<file path="src/rtl/mp_add_pkg.sv">
// rtl/mp_add_pkg.sv - shared types and sizing helpers for the multi-precision add sequencer
package mp_add_pkg;

  typedef enum logic [1:0] {
    IDLE = 2'd0,
    RUN  = 2'd1,
    DONE = 2'd2
  } mp_state_t;

  localparam int LIMB_W = 64;

  // A single-limb build would give $clog2 of 0; keep the index at least one bit wide.
  function automatic int idx_width(input int words);
    return (words > 1) ? $clog2(words) : 1;
  endfunction

endpackage

</file>
<file path="src/rtl/CSA_64bit.sv">
// rtl/CSA_64bit.sv - 64-bit carry-select adder shared by the limb sequencer
module CSA_64bit (
  input  logic [63:0] a,
  input  logic [63:0] b,
  input  logic        c_in,
  output logic [63:0] sum,
  output logic        c_out
);

  localparam int BLK = 16;
  localparam int NB  = 64 / BLK;

  logic [NB:0] carry;

  assign carry[0] = c_in;

  // Each block precomputes both carry-in outcomes; the incoming carry only drives the select.
  for (genvar g = 0; g < NB; g++) begin : g_blk
    logic [BLK:0] r0;
    logic [BLK:0] r1;

    assign r0 = {1'b0, a[g*BLK +: BLK]} + {1'b0, b[g*BLK +: BLK]};
    assign r1 = {1'b0, a[g*BLK +: BLK]} + {1'b0, b[g*BLK +: BLK]} + (BLK+1)'(1);

    assign sum[g*BLK +: BLK] = carry[g] ? r1[BLK-1:0] : r0[BLK-1:0];
    assign carry[g+1]        = carry[g] ? r1[BLK]     : r0[BLK];
  end

  assign c_out = carry[NB];

endmodule

</file>
<file path="src/rtl/mp_add_seq.sv">
// rtl/mp_add_seq.sv - WORDS x 64-bit add/subtract, one limb per cycle through one shared adder
module mp_add_seq
  import mp_add_pkg::*;
#(
  parameter int WORDS = 4
) (
  input  logic                    clk,
  input  logic                    rst_n,
  input  logic                    in_valid,
  output logic                    in_ready,
  input  logic [LIMB_W*WORDS-1:0] a,
  input  logic [LIMB_W*WORDS-1:0] b,
  input  logic                    c_in,
  input  logic                    op_sub,
  output logic                    out_valid,
  input  logic                    out_ready,
  output logic [LIMB_W*WORDS-1:0] sum,
  output logic                    c_out
);

  localparam int N     = LIMB_W * WORDS;
  localparam int IDX_W = idx_width(WORDS);
  localparam logic [IDX_W-1:0] LAST_IDX = IDX_W'(WORDS - 1);

  mp_state_t          state_q;
  mp_state_t          state_d;
  logic [IDX_W-1:0]   idx_q;
  logic               carry_q;
  logic [N-1:0]       a_r;
  logic [N-1:0]       b_r;
  logic               op_sub_r;
  logic [N-1:0]       sum_q;
  logic               c_out_q;
  logic               accept;
  logic               last_limb;

  logic [LIMB_W-1:0]  add_a;
  logic [LIMB_W-1:0]  add_b;
  logic [LIMB_W-1:0]  add_sum;
  logic               add_cout;

  assign last_limb = (idx_q == LAST_IDX);

  always_ff @(posedge clk or negedge rst_n) begin
    if (!rst_n) state_q <= IDLE;
    else        state_q <= state_d;
  end

  always_comb begin
    state_d   = state_q;
    in_ready  = 1'b0;
    out_valid = 1'b0;
    accept    = 1'b0;
    case (state_q)
      IDLE: begin
        in_ready = 1'b1;
        if (in_valid) begin
          accept  = 1'b1;
          state_d = RUN;
        end
      end
      RUN: begin
        if (last_limb) state_d = DONE;
      end
      DONE: begin
        out_valid = 1'b1;
        if (out_ready) state_d = IDLE;
      end
      default: state_d = IDLE;
    endcase
  end

  // Subtraction is a + ~b + 1 across the whole width, so b is inverted limb by limb.
  assign add_a = a_r[idx_q*LIMB_W +: LIMB_W];
  assign add_b = b_r[idx_q*LIMB_W +: LIMB_W] ^ {LIMB_W{op_sub_r}};

  CSA_64bit u_csa (
    .a     (add_a),
    .b     (add_b),
    .c_in  (carry_q),
    .sum   (add_sum),
    .c_out (add_cout)
  );

  always_ff @(posedge clk or negedge rst_n) begin
    if (!rst_n) begin
      a_r      <= '0;
      b_r      <= '0;
      op_sub_r <= 1'b0;
      idx_q    <= '0;
      carry_q  <= 1'b0;
      sum_q    <= '0;
      c_out_q  <= 1'b0;
    end else if (accept) begin
      a_r      <= a;
      b_r      <= b;
      op_sub_r <= op_sub;
      idx_q    <= '0;
      carry_q  <= c_in ^ op_sub;
    end else if (state_q == RUN) begin
      sum_q[idx_q*LIMB_W +: LIMB_W] <= add_sum;
      carry_q <= add_cout;
      if (last_limb) begin
        idx_q   <= '0;
        c_out_q <= add_cout;
      end else begin
        idx_q <= idx_q + IDX_W'(1);
      end
    end
  end

  assign sum   = sum_q;
  assign c_out = c_out_q;

endmodule

</file>
<file path="config.mk">
export PLATFORM = sky130hd
export DESIGN_NAME = mp_add_seq
export DESIGN_NICKNAME = d
export VERILOG_FILES = /design/src/rtl/mp_add_pkg.sv /design/src/rtl/CSA_64bit.sv /design/src/rtl/mp_add_seq.sv
export SDC_FILE = /design/constraint.sdc
export NUM_CORES = 1
export LEC_CHECK = 0
export ABC_AREA = 1
export ABC_CLOCK_PERIOD_IN_PS = 4400
export CORE_AREA = 2 2 300 302
export CTS_CLUSTER_DIAMETER = 150
export DETAILED_ROUTE_END_ITERATION = 10
export DIE_AREA = 0 0 302 304
export PLACE_DENSITY = 0.73
export SLEW_MARGIN = 20
export SYNTH_ARGS = -nofsm -noshare
export SYNTH_HDL_FRONTEND = slang
export SYNTH_SLANG_ARGS = --single-unit
</file>
<file path="constraint.sdc">
create_clock -name clk -period 4.4 [get_ports clk]
set_input_delay 1.32 -clock clk [delete_from_list [all_inputs] [get_ports clk]]
set_output_delay 1.32 -clock clk [all_outputs]
set_load 0.1 [all_outputs]
</file>
==> flow_metrics.py, run 1 <==
metrics = {
    "run_status": {
        "status": "complete, no violations",
    },
    "critical_path": {
        "cp-start-kind": "flop",
        "worstPathArrival_ns": 4.92,
        "slowest_stage": "dfrtp_4",
        "cp_max_fo": 25,
        "end_kind": "flop",
        "cp_slowest_stage_delay_ns": 0.50,
        "crit_required_ns": 4.97,
        "path_class": "reg -> reg",
        "cpLargestDelayFamily": "simple AND/OR/NAND/NOR gates",
        "timing.critical_path.buf_inv": 5,
    },
    "drt": {
        "drtIter0Drc": 3635,
        "wl_per_cell_um": 20.21,
        "route.detailed.drc": 0,
        "ant_nets": 0,
        "vias_per_cell": 5.283,
        "vias": 39080,
        "wl_mm": 149.5,
        "dr.pass1.iters": 6,
    },
    "grt": {
        "antenna_found_initial": 20,
        "grt_pass1_vias": 36890,
        "grt_max_degree": 188,
        "grt_pass1_wl_mm": 217.9,
        "grt.total_usage_pct": 30.74,
        "grt.overflow.total": 0,
    },
    "synth": {
        "synth.area.top_cells": "dfrtp_1 50%, nand2_1 23%, o21ai_0 4.8%",
        "ys.flop_type": "dfrtp_1",
        "synth_xor_xnor_area_share_pct": 2.881,
        "synth_top_family_by_area": "simple AND/OR/NAND/NOR gates",
        "synthSimpleGateAreaFrac_pct": 30.94,
        "synthesis.nets": 5745,
        "yosysMostFrequentCell": "nand2_1",
        "yosysTopAreaCell": "dfrtp_1",
        "synth_fa_ha_area_share_pct": 2.577,
        "avgSynthCellArea_um2": 7.582,
        "synth-compound-area-share_pct": 9.022,
        "yosysWarnings": 0,
        "synth.distinct_cells": 49,
        "async_reset_ff_share_pct": 100.0,
        "synth-seq-cells": 775,
        "synth_top_area_share_pct": 49.68,
        "seq_area_frac_synth_pct": 49.68,
        "netlist_area_um2": 39040,
        "ys_top_cells_by_count": "2366 x nand2_1, 775 x dfrtp_1, 392 x nor2_1",
        "synth_enable_flop_cells": 0,
        "netlist_instances": 5149,
        "synthMuxAreaShare_pct": 0,
    },
    "die": {
        "dieArea_um2": 91810,
        "core-area_um2": 89050,
        "initial_core_util_pct": 43.84,
        "fp.dieH_um": 304,
        "ios": 777,
        "die_w_um": 302,
        "num_rows": 110,
    },
    "layout": {
        "final_area_um2": 55240,
        "final_core_util_pct": 62.04,
        "area_growth_pct": 41.51,
        "post_route_cells_drive_above_1_share_pct": 13.45,
        "nNetsFinal": 6740,
    },
    "placed_design": {
        "dpl-instance-area_um2": 50430,
        "dp_hpwl_mm": 108.3,
        "portBuffers": 776,
        "dp_slack_ns": -0.09135,
        "gp_congestion": 0.9632,
    },
    "clock_network": {
        "cts_buffers": 83,
        "cts_sinks": 775,
        "cts-root-buf": "clkbuf_16",
        "worst_setup_hold_path_clk_slew_ns": 0.06,
        "cts_buffer_depth": 3,
        "cts_htree_levels": 3,
        "insertion_delay_ns": 0.65,
        "cts_tree": "done",
    },
    "timing": {
        "slew-limit-headroom_pct": 26.34,
        "fin_crit_ns": 4.347,
        "setup_viol": 0,
        "worstMarginPinSlew_ns": 1.101,
        "drv_slew": 0,
        "min_period_over_period_pct": 98.80,
        "fin_worst_skew_ns": 0.03891,
        "hold_violations": 0,
        "max_freq_ghz": 0.2300,
        "rsz0062_at_grt": "yes",
        "timing.final.ws_setup_ns": 0.05277,
    },
    "job": {
        "maxCapViolCount": 0,
    },
    "hold_path": {
        "worst_hold_path_type": "reg -> reg",
    },
}
==> flip-flops by register name, indices dropped and copies added (netlist names) <==
| name | flops |
|---|---|
| sum | 256 |
| idx_q | 2 |
| a_r | 256 |
| state_q | 2 |
| carry_q | 1 |
| b_r | 256 |
| c_out | 1 |
| op_sub_r | 1 |
==> cell type report <==
class	instances	area [um^2]
fill	7591	33810
sequential	775	19400
multi-input combinational	3876	18830
timing repair buffer	1183	11680
clock buffer	120	2429
tap	1176	1471
inverter	224	875.8
clock inverter	35	520.5
antenna	7	17.52
timing repair inverter	1	16.27
==> worst reg2reg max path: cells and delay by family, from the launching register on <==
family | cells | cell delay, ns
AOI/OAI and AO/OA | 1 | 0.24
xor gates and xnor gates | 1 | 0.33
adders and majority gates | 1 | 0.28
buffers and inverters | 5 | 0.68
DFF | 1 | 0.50
and+or+nand+nor | 20 | 2.28
==> final timing paths <==
kind,slack (ns),endpoint,depth (start not counted),from
worst max register to register,0.05,sum[116]$_DFFE_PN0P_,28,idx_q[0]$_DFFE_PN0P_
worst min register to register,0.47,b_r[160]$_DFFE_PN0P_,2,b_r[160]$_DFFE_PN0P_
min in group asynchronous,0.72,sum[217]$_DFFE_PN0P_,1,rst_n
worst max-delay path,0.05,sum[116]$_DFFE_PN0P_,28,idx_q[0]$_DFFE_PN0P_
max in group asynchronous,2.55,sum[246]$_DFFE_PN0P_,2,rst_n
worst min-delay path,0.47,b_r[160]$_DFFE_PN0P_,2,b_r[160]$_DFFE_PN0P_
==> cells in the final DEF, fill, tap and decap left out, types with 96 or more instances in the layout <==
master	Yosys	layout
nand2_1	2366	2327
dfrtp_1	775	772
clkdlybuf4s50_1	0	768
nor2_1	392	352
buf_4	1	344
o21ai_0	377	343
inv_1	211	205
nand3_1	166	152
o22ai_1	122	100
clkbuf_16	0	96
==> through the flow <==
step | cells | hold WS (ns) | TNS [ns]
after global placement | 7184 | 0.4563 | -0.02440
after floorplan | 5149 | 0.4436 | 0
final | 7397 | 0.4726 | 0
after detailed placement | 7184 | 0.4594 | -1.830
after global routing | 7395 | 0.4876 | -6.825
after CTS | 7339 | 0.4757 | 0
==> what timing repair did <==
item,in CTS,in global routing
endpoints found under the setup margin,46,182
hold buffers,0,0
pin swaps,1,40
setup buffers,0,38
resized for setup,8,282
gates cloned,0,17
==> per-layer routing <==
| layer | up-vias | global-route usage (%) | share of wire [%] |
|---|---|---|---|
| li1 | 18320 | - | - |
| met3 | 316 | 6.675 | 8.9 |
| met1 | 18650 | 42.57 | 42 |
| met5 | - | 0 | 0.12 |
| met4 | 28 | 10.32 | 3.6 |
| met2 | 1766 | 47.80 | 46 |
==> kinds of logic (layout without fill, tap and decap cells) <==
family | after synthesis | in the layout
AO/OA/AOI/OAI | 627 | 627
XOR/XNOR | 125 | 125
adder cells (fa/ha/maj) | 78 | 78
buffers and inverters | 500 | 1563
flip-flops | 775 | 775
other | 0 | 7
AND/OR/NAND/NOR | 3044 | 3046
Power of run 1 is left out: the tool's default activity adds up to more than one toggle a clock period on the data nets, which glitch-free logic cannot reach.
==> run 2, diff against run 1 <==
Settings changed: SLEW_MARGIN 20 to unset.
==> results of run 2 <==
Final layout, timing and power as in run 1 (identical DEF).
Power of run 2 is left out for the same reason.
